===== config.mk =====
export PLATFORM = sky130hd
export DESIGN_NAME = arb_sequence_controller
export DESIGN_NICKNAME = d
export VERILOG_FILES = /design/src/rtl/arb_sequence_controller.sv
export SDC_FILE = /design/constraint.sdc
export NUM_CORES = 1
export LEC_CHECK = 0
export CAP_MARGIN = 20
export CELL_PAD_IN_SITES_DETAIL_PLACEMENT = 2
export CELL_PAD_IN_SITES_GLOBAL_PLACEMENT = 2
export CORE_MARGIN = 2
export CORE_UTILIZATION = 30
export CTS_CLUSTER_SIZE = 25
export DETAILED_ROUTE_END_ITERATION = 6
export PLACE_DENSITY = 0.88
export SYNTH_ARGS = -nofsm -noshare
export SYNTH_HDL_FRONTEND = slang
export SYNTH_SLANG_ARGS = --single-unit
export TNS_END_PERCENT = 100

===== constraint.sdc =====
create_clock -name clock -period 1.9 [get_ports clock]
set_input_delay 0.475 -clock clock [delete_from_list [all_inputs] [get_ports clock]]
set_output_delay 0.475 -clock clock [all_outputs]
set_load 0.03 [all_outputs]

===== src/rtl/arb_sequence_controller.sv =====
// Arbitrary-sequence playback controller: replays table entries 0..seq_len with repeat, step and stop control.
// Define ARBSEQ_PROG_EN to make the code table writable through wr_en/wr_addr/wr_data while idle.
module arb_sequence_controller #(
  parameter int unsigned WIDTH = 3,
  parameter int unsigned DEPTH = 8,
  parameter int unsigned REP_W = 4
) (
  input  logic                       clock,
  input  logic                       reset,
  input  logic                       start,
  input  logic                       stop,
  input  logic                       step_mode,
  input  logic                       step,
  input  logic [$clog2(DEPTH)-1:0]   seq_len,
  input  logic [REP_W-1:0]           repeat_cnt,
  input  logic                       wr_en,
  input  logic [$clog2(DEPTH)-1:0]   wr_addr,
  input  logic [WIDTH-1:0]           wr_data,
  output logic [WIDTH-1:0]           OUTPUT,
  output logic                       valid,
  output logic                       busy,
  output logic                       wrap,
  output logic                       done
);

  localparam int unsigned IDX_W = $clog2(DEPTH);

  typedef enum logic [1:0] {IDLE, RUN, FINISH} state_t;

  state_t             state_q, state_d;
  logic [IDX_W-1:0]   idx_q, idx_d;
  logic [IDX_W-1:0]   len_q, len_d;
  logic [REP_W-1:0]   passes_q, passes_d;
  logic [WIDTH-1:0]   out_q, out_d;
  logic               valid_q, valid_d;
  logic               busy_q, busy_d;
  logic               wrap_q, wrap_d;
  logic               done_q, done_d;
  logic               advance;
  logic [WIDTH-1:0]   rd_code;
  logic [WIDTH-1:0]   tbl [DEPTH];

  // Power-on contents: the standard 0,1,2,3,6,5,7 pattern, zero beyond.
  function automatic logic [WIDTH-1:0] default_code(input int unsigned i);
    logic [WIDTH-1:0] c;
    case (i)
      1:       c = WIDTH'(1);
      2:       c = WIDTH'(2);
      3:       c = WIDTH'(3);
      4:       c = WIDTH'(6);
      5:       c = WIDTH'(5);
      6:       c = WIDTH'(7);
      default: c = '0;
    endcase
    return c;
  endfunction

`ifdef ARBSEQ_PROG_EN
  logic wr_fire;
  assign wr_fire = wr_en && (state_q == IDLE);

  always_ff @(posedge clock or negedge reset) begin
    if (!reset) begin
      for (int unsigned i = 0; i < DEPTH; i++) tbl[i] <= default_code(i);
    end else if (wr_fire) begin
      tbl[wr_addr] <= wr_data;
    end
  end
`else
  logic unused_wr;
  assign unused_wr = ^{wr_en, wr_addr, wr_data};

  always_comb begin
    for (int unsigned i = 0; i < DEPTH; i++) tbl[i] = default_code(i);
  end
`endif

  assign advance = step_mode ? step : 1'b1;

  // Next-state and next-output logic; outputs are registered from the _d values.
  always_comb begin
    state_d  = state_q;
    idx_d    = idx_q;
    len_d    = len_q;
    passes_d = passes_q;
    wrap_d   = 1'b0;
    done_d   = 1'b0;
    rd_code  = '0;

    unique case (state_q)
      IDLE: begin
        if (start && !stop) begin
          state_d  = RUN;
          idx_d    = '0;
          len_d    = seq_len;
          passes_d = repeat_cnt;
        end
      end
      RUN: begin
        if (stop) begin
          state_d = IDLE;
          idx_d   = '0;
        end else if (advance) begin
          if (idx_q != len_q) begin
            idx_d = idx_q + IDX_W'(1);
          end else if (passes_q != REP_W'(1)) begin
            idx_d  = '0;
            wrap_d = 1'b1;
            if (passes_q != '0) passes_d = passes_q - REP_W'(1);
          end else begin
            state_d = FINISH;
            idx_d   = '0;
            done_d  = 1'b1;
          end
        end
      end
      FINISH: begin
        state_d = IDLE;
        idx_d   = '0;
      end
      default: begin
        state_d = IDLE;
        idx_d   = '0;
      end
    endcase

    rd_code = tbl[idx_d];
`ifdef ARBSEQ_PROG_EN
    // A write coincident with start must be visible in the first code.
    if (wr_fire && (wr_addr == idx_d)) rd_code = wr_data;
`endif

    valid_d = (state_d == RUN);
    busy_d  = (state_d != IDLE);
    out_d   = (state_d == RUN) ? rd_code : '0;
  end

  always_ff @(posedge clock or negedge reset) begin
    if (!reset) begin
      state_q  <= IDLE;
      idx_q    <= '0;
      len_q    <= '0;
      passes_q <= '0;
      out_q    <= '0;
      valid_q  <= 1'b0;
      busy_q   <= 1'b0;
      wrap_q   <= 1'b0;
      done_q   <= 1'b0;
    end else begin
      state_q  <= state_d;
      idx_q    <= idx_d;
      len_q    <= len_d;
      passes_q <= passes_d;
      out_q    <= out_d;
      valid_q  <= valid_d;
      busy_q   <= busy_d;
      wrap_q   <= wrap_d;
      done_q   <= done_d;
    end
  end

  assign OUTPUT = out_q;
  assign valid  = valid_q;
  assign busy   = busy_q;
  assign wrap   = wrap_q;
  assign done   = done_q;

endmodule


Word level (Yosys, flattened, before mapping)
Memory sizes are Yosys's and may differ from the RTL's.
Cells that the tools add are included.

storage, ports and cells
  bits in registers = 19
  ROM bits = 24
  output and inout port bits = 7
  word-level logic and storage cells = 64
  memories = 1

memories
  memory           words  width  read ports  clocked after Yosys merged registers in  write ports  line  RTL
  (no name shown)  8      3      1           0                                        0            127   rd_code = tbl[idx_d];

cells by class
  $add $sub $neg = 2
  magnitude comparators = 1
  equality and inequality tests = 10
  multiplexer cells = 32
  bitwise operators = 1
  reduce and logical (&&, ||, !) cells = 8

operators with widths
  cell                                                                 number
  4-bit 2-to-1 mux                                                     6
  3-bit 2-to-1 mux                                                     7
  2-bit != test (second input constant)                                6
  1-bit 2-to-1 mux                                                     11
  2-bit 2-to-1 mux                                                     5
  4-bit one-hot mux with 2 select lines                                1
  7-bit AND reduction                                                  1
  3-bit one-hot mux with 2 select lines                                1
  2-bit by 1-bit == test with 1-bit output (second input constant)     2
  4-bit >= comparator (second input constant)                          1
  4-bit by 1-bit != test with 1-bit output (second input constant)     1
  3-bit inverter with 4-bit output                                     1
  2-bit one-hot mux with 2 select lines                                1
  2-bit nonzero test                                                   2
  4-bit nonzero test                                                   1
  4-bit by 1-bit subtractor with 4-bit output (second input constant)  1
  3-bit by 1-bit adder with 3-bit output (second input constant)       1
  3-bit != test                                                        1
  2-bit logical NOT                                                    1
  2-bit AND reduction                                                  1
  1-bit logical AND                                                    1
  1-bit logical NOT                                                    1

Depth between registers and ports, before layout
  depth in word-level cells = 10
  gate-level depth with buffers = 7
  mapped depth without buffers = 7

Worst setup path before layout
Ideal clock, no wire load.

  kind = input to register
  from = input port step
  to = register out_q[0], in the netlist OUTPUT[0]
  setup time = 0.120 ns
  arrival time = 1.784 ns
  required time = 1.780 ns
  slack = -0.004 ns
  stages on the path = 6
  buffers on the path = 1
  cell sequence = nand2b_1 buf_6 o22a_1 o32ai_1 ha_1 o211a_1

on the way
  cells in the longest elaborated chain, start to end = 9
  elaborated cells between the ends (all ways) = 13

ends and longest elaborated chain
  what                                                    line  RTL
  start: declaration                                      13    input logic step,
  1-bit 2-to-1 mux                                        78    assign advance = step_mode ? step : 1'b1;
  3-bit 2-to-1 mux                                        103   end else if (advance) begin
  3-bit 2-to-1 mux                                        100   if (stop) begin
  3-bit one-hot mux with 2 select lines                   90    unique case (state_q)
  net idx_d[1]                                            31    logic [IDX_W-1:0] idx_q, idx_d;
  3-bit inverter with 4-bit output (implied by the code)  127
  memory 8 x 3 bit                                        -
  3-bit 2-to-1 mux (implied by the code) (2 in series)    127
  3-bit 2-to-1 mux                                        135   out_d = (state_d == RUN) ? rd_code : '0;
  net out_d[0]                                            34    logic [WIDTH-1:0] out_q, out_d;
  end signal: assignment                                  154   out_q <= out_d;
  end: declaration                                        34

The timed path passes the listed nets, and every way through them passes these cells. The select of a mux whose other input is x is not followed.
A chain may end at the register's enable or synchronous reset.

Worst setup path after layout
  from = input port start
  to = register out_q[0], in the netlist OUTPUT[0]

on the way
  cells in the longest elaborated chain, start to end = 8
  elaborated cells between the ends (all ways) = 11

ends and longest elaborated chain
  what                                                    line  RTL
  start: declaration                                      10    input logic start,
  1-bit logical AND                                       92    if (start && !stop) begin
  3-bit 2-to-1 mux                                        92
  3-bit one-hot mux with 2 select lines                   90
  net idx_d[0]                                            31
  3-bit inverter with 4-bit output (implied by the code)  127
  memory 8 x 3 bit                                        -
  3-bit 2-to-1 mux (implied by the code) (2 in series)    127
  3-bit 2-to-1 mux                                        135
  net out_d[0]                                            34

The timed path passes the listed nets, and every way through them passes these cells. The select of a mux whose other input is x is not followed.

==> impl_metrics.yaml <==
global_routing:
  grt_pass1_vias: 1126
  global_route.usage.total_pct: 19.6
  grt_first_pass_wirelength_mm: 6.01
  grt_overflow: 0
  largest_net_degree_at_the_start_of_global_routing: 20
  number_of_antenna_violations_at_the_first_check_in_global_routing: 0
setup_path:
  critical_path_cell_by_cell: "clkdlybuf4s50_1, nor2b_4, o22a_4, o32ai_4, ha_4, o211a_1"
  worstSetupEndpointType: "flip-flop"
  critical_path.startpoint_type: "input port"
  timing.critical_path.fanout_max: 3
  required_ps: 2100
  critPathArrivalTime_ps: 2070
  cp_num_buf_inv: 1
  slowest_delay_ps: 430
  ff2ff_setup_slack_ps: 80
  critical-path-top-delay-family: "compound AO/OA/AOI/OAI gates"
  slowest_stage: "sky130_fd_sc_hd__clkdlybuf4s50_1"
  crit_type: "input port to flip-flop"
outcome:
  outcome: "finished, final reports clean"
place:
  buffer_ports.inserted: 19
  detailedPlacementHpwl_mm: 2.45
  dp_slack_ps: -603
  gpl.final_weighted_congestion: 0.801
sta:
  min_period_ps: 1860
  max_transition_margin_pct: 70.6
  timing.final.hold_violations: 0
  fmax_mhz: 537
  fin_crit_sh_pct: 98.0
  final.hold.worst_slack_ps: 495
  timing_max_transition_violations_final: 0
  final.setup.worst_slack_ps: 37.7
  setup_viol: 0
  max_slew.worst_pin.slew_ps: 439
  finClkSkew_ps: 2.93
synth:
  synth_warnings: 0
  synthCells: 101
  synth_area_leaders: "sky130_fd_sc_hd__dfrtp_1 (44%), sky130_fd_sc_hd__ha_1 (5.9%), sky130_fd_sc_hd__o22a_1 (5.7%)"
  synth_cell_types: 36
  cell_type_contributing_the_most_total_cell_area_after_synthesis: "sky130_fd_sc_hd__dfrtp_1"
  mappedNetlistNets: 126
  synth_top_area_share_pct: 44.5
  ys_seq_elements: 19
  synth.cell_area_mm2: 0.00107
  avgSynthCellArea_um2: 10.6
  synth_seq_area_share_pct: 44.5
finish:
  synthToLayoutAreaGrowth_pct: 46.0
  nets_finish: 169
  drive_above_1_share_pct: 29.4
  final.fill_count: 339
  insertedDiodeCount: 0
  finish.utilization_pct: 46.0
drt:
  firstDrtPassIters: 3
  via_count: 942
  detail_route.wl_per_cell_um: 19.3
  drt.antenna.violating_nets: 0
  drt_iter0_drc: 18
  routed_wirelength_mm: 3.64
  viasPerCell: 4.98
  drc: 0
clocking:
  numCtsBuffers: 3
  clockBufferDepth: 2
  cts.root.buffer_cell: "sky130_fd_sc_hd__clkbuf_4"
  skew_pair_late_insertion_delay_ps: 300
  cts.sinks: 19
  tritoncts: "yes"
  clk_transition_reported_paths_ps: 120
  cts.htree.levels: 1
floorplan:
  initial_core_util_pct: 31.5
  pin_count: 27
  die_height_um: 63.7
  core_region_area_mm2: 0.00339
  design.die.area_mm2: 0.00406
  number_of_rows_created_at_floorplan: 21
  die_width_um: 63.7
pwr:
  ir_drop_mv: 0.314
  p_leak_nw: 0.731
  pwr_density_cell_mw_per_mm2: 825
job:
  max_cap_violations: 0
worst_hold_path:
  min-delay-path-class: "input port to asynchronous set/reset pin"
layer usage:
metal | GRT usage [%] | routed length, um
met5 | 0 | 0
met4 | 7.61 | 60
met3 | 0.714 | 43
met2 | 36.4 | 2000
met1 | 23.6 | 1540
through the flow:
step           area [um^2]  setup TNS (ps)  power [mW]  std cells
6_report              1560               0        1.29        189
3_3_place_gp          1430           -2400       0.937        180
2_1_floorplan         1080               0       0.797        101
5_1_grt               1560           -5.53        1.37        189
4_1_cts               1540               0        1.27        187
3_5_place_dp          1430           -3600       0.984        180
report_power, final:
part           internal (mW)  switching [mW]
clock network         0.0785           0.137
registers              0.469          0.0793
logic                  0.253           0.271
total                  0.800           0.487
cells in the final DEF (no fill, tap or decap), drive strengths merged, types with 4 or more instances in the layout:
cell	count
buf	22
dfrtp	19
ha	5
clkdlybuf4s50	16
nand2	13
nor3b	4
a21oi	4
nand3	4
nor2	7
inv	6
o22a	7
area by class of cell:
type	instances	area (um^2)	area share, %
multi-input combinational	73	624	40.0
sequential	19	477	30.6
timing repair buffer	41	352	22.5
tap	46	57.6	3.69
clock buffer	3	22.5	1.44
inverter	6	22.5	1.44
clock inverter	1	5.00	0.321
repair_timing:
action | 4_1_cts | 5_1_grt
pin swaps | 4 | 4
endpoints found under the setup margin | 3 | 6
gates resized for setup | 12 | 2
hold buffers | 0 | 0
setup buffers | 3 | 2
final timing paths:
path	start	to	depth (start not counted)
min in group clock	len_q[1]	len_q[1]	2
setup / recovery	start	OUTPUT[0]	6
setup reg to reg	idx_q[1]	OUTPUT[0]	6
hold reg to reg	len_q[1]	len_q[1]	2
hold / removal	reset	OUTPUT[2]	2
max in group asynchronous	reset	state_q[0]	2
state kept, by name, indices dropped and copies added (netlist names):
| name | cells |
|---|---|
| OUTPUT | 3 |
| valid | 1 |
| idx_q | 3 |
| done | 1 |
| state_q | 2 |
| len_q | 3 |
| wrap | 1 |
| passes_q | 4 |
| busy | 1 |
cell usage after synthesis (all sizes together):
cell type	instances
and2	1
dfrtp	19
nor2b	3
and3	1
o211a	1
nand4b	1
buf	3
a21oi	4
inv	6
nor3	3
o22a	7
a21o	1
ha	5
nand2	13
xor2	3
a21boi	1
nand3	4
a31oi	1
mux2i	1
nand3b	1
nor2	7
a41oi	2
nor4b	1
nor3b	4
o32ai	2
and4	2
or3	1
nand2b	3
cell families (layout without fill, tap and decap cells):
| kind of cell | count (synthesis) | after routing | synth area share [%] |
|---|---|---|---|
| adder cells (fa/ha/maj) | 5 | 5 | 5.85 |
| XOR/XNOR | 3 | 3 | 2.46 |
| multiplexers | 1 | 1 | 0.937 |
| buffers and inverters | 9 | 51 | 4.33 |
| AO/OA/AOI/OAI | 19 | 19 | 15.2 |
| flip-flops | 19 | 19 | 44.5 |
| AND/OR/NAND/NOR | 45 | 45 | 26.7 |
Power figures use the tool's default switching activity.
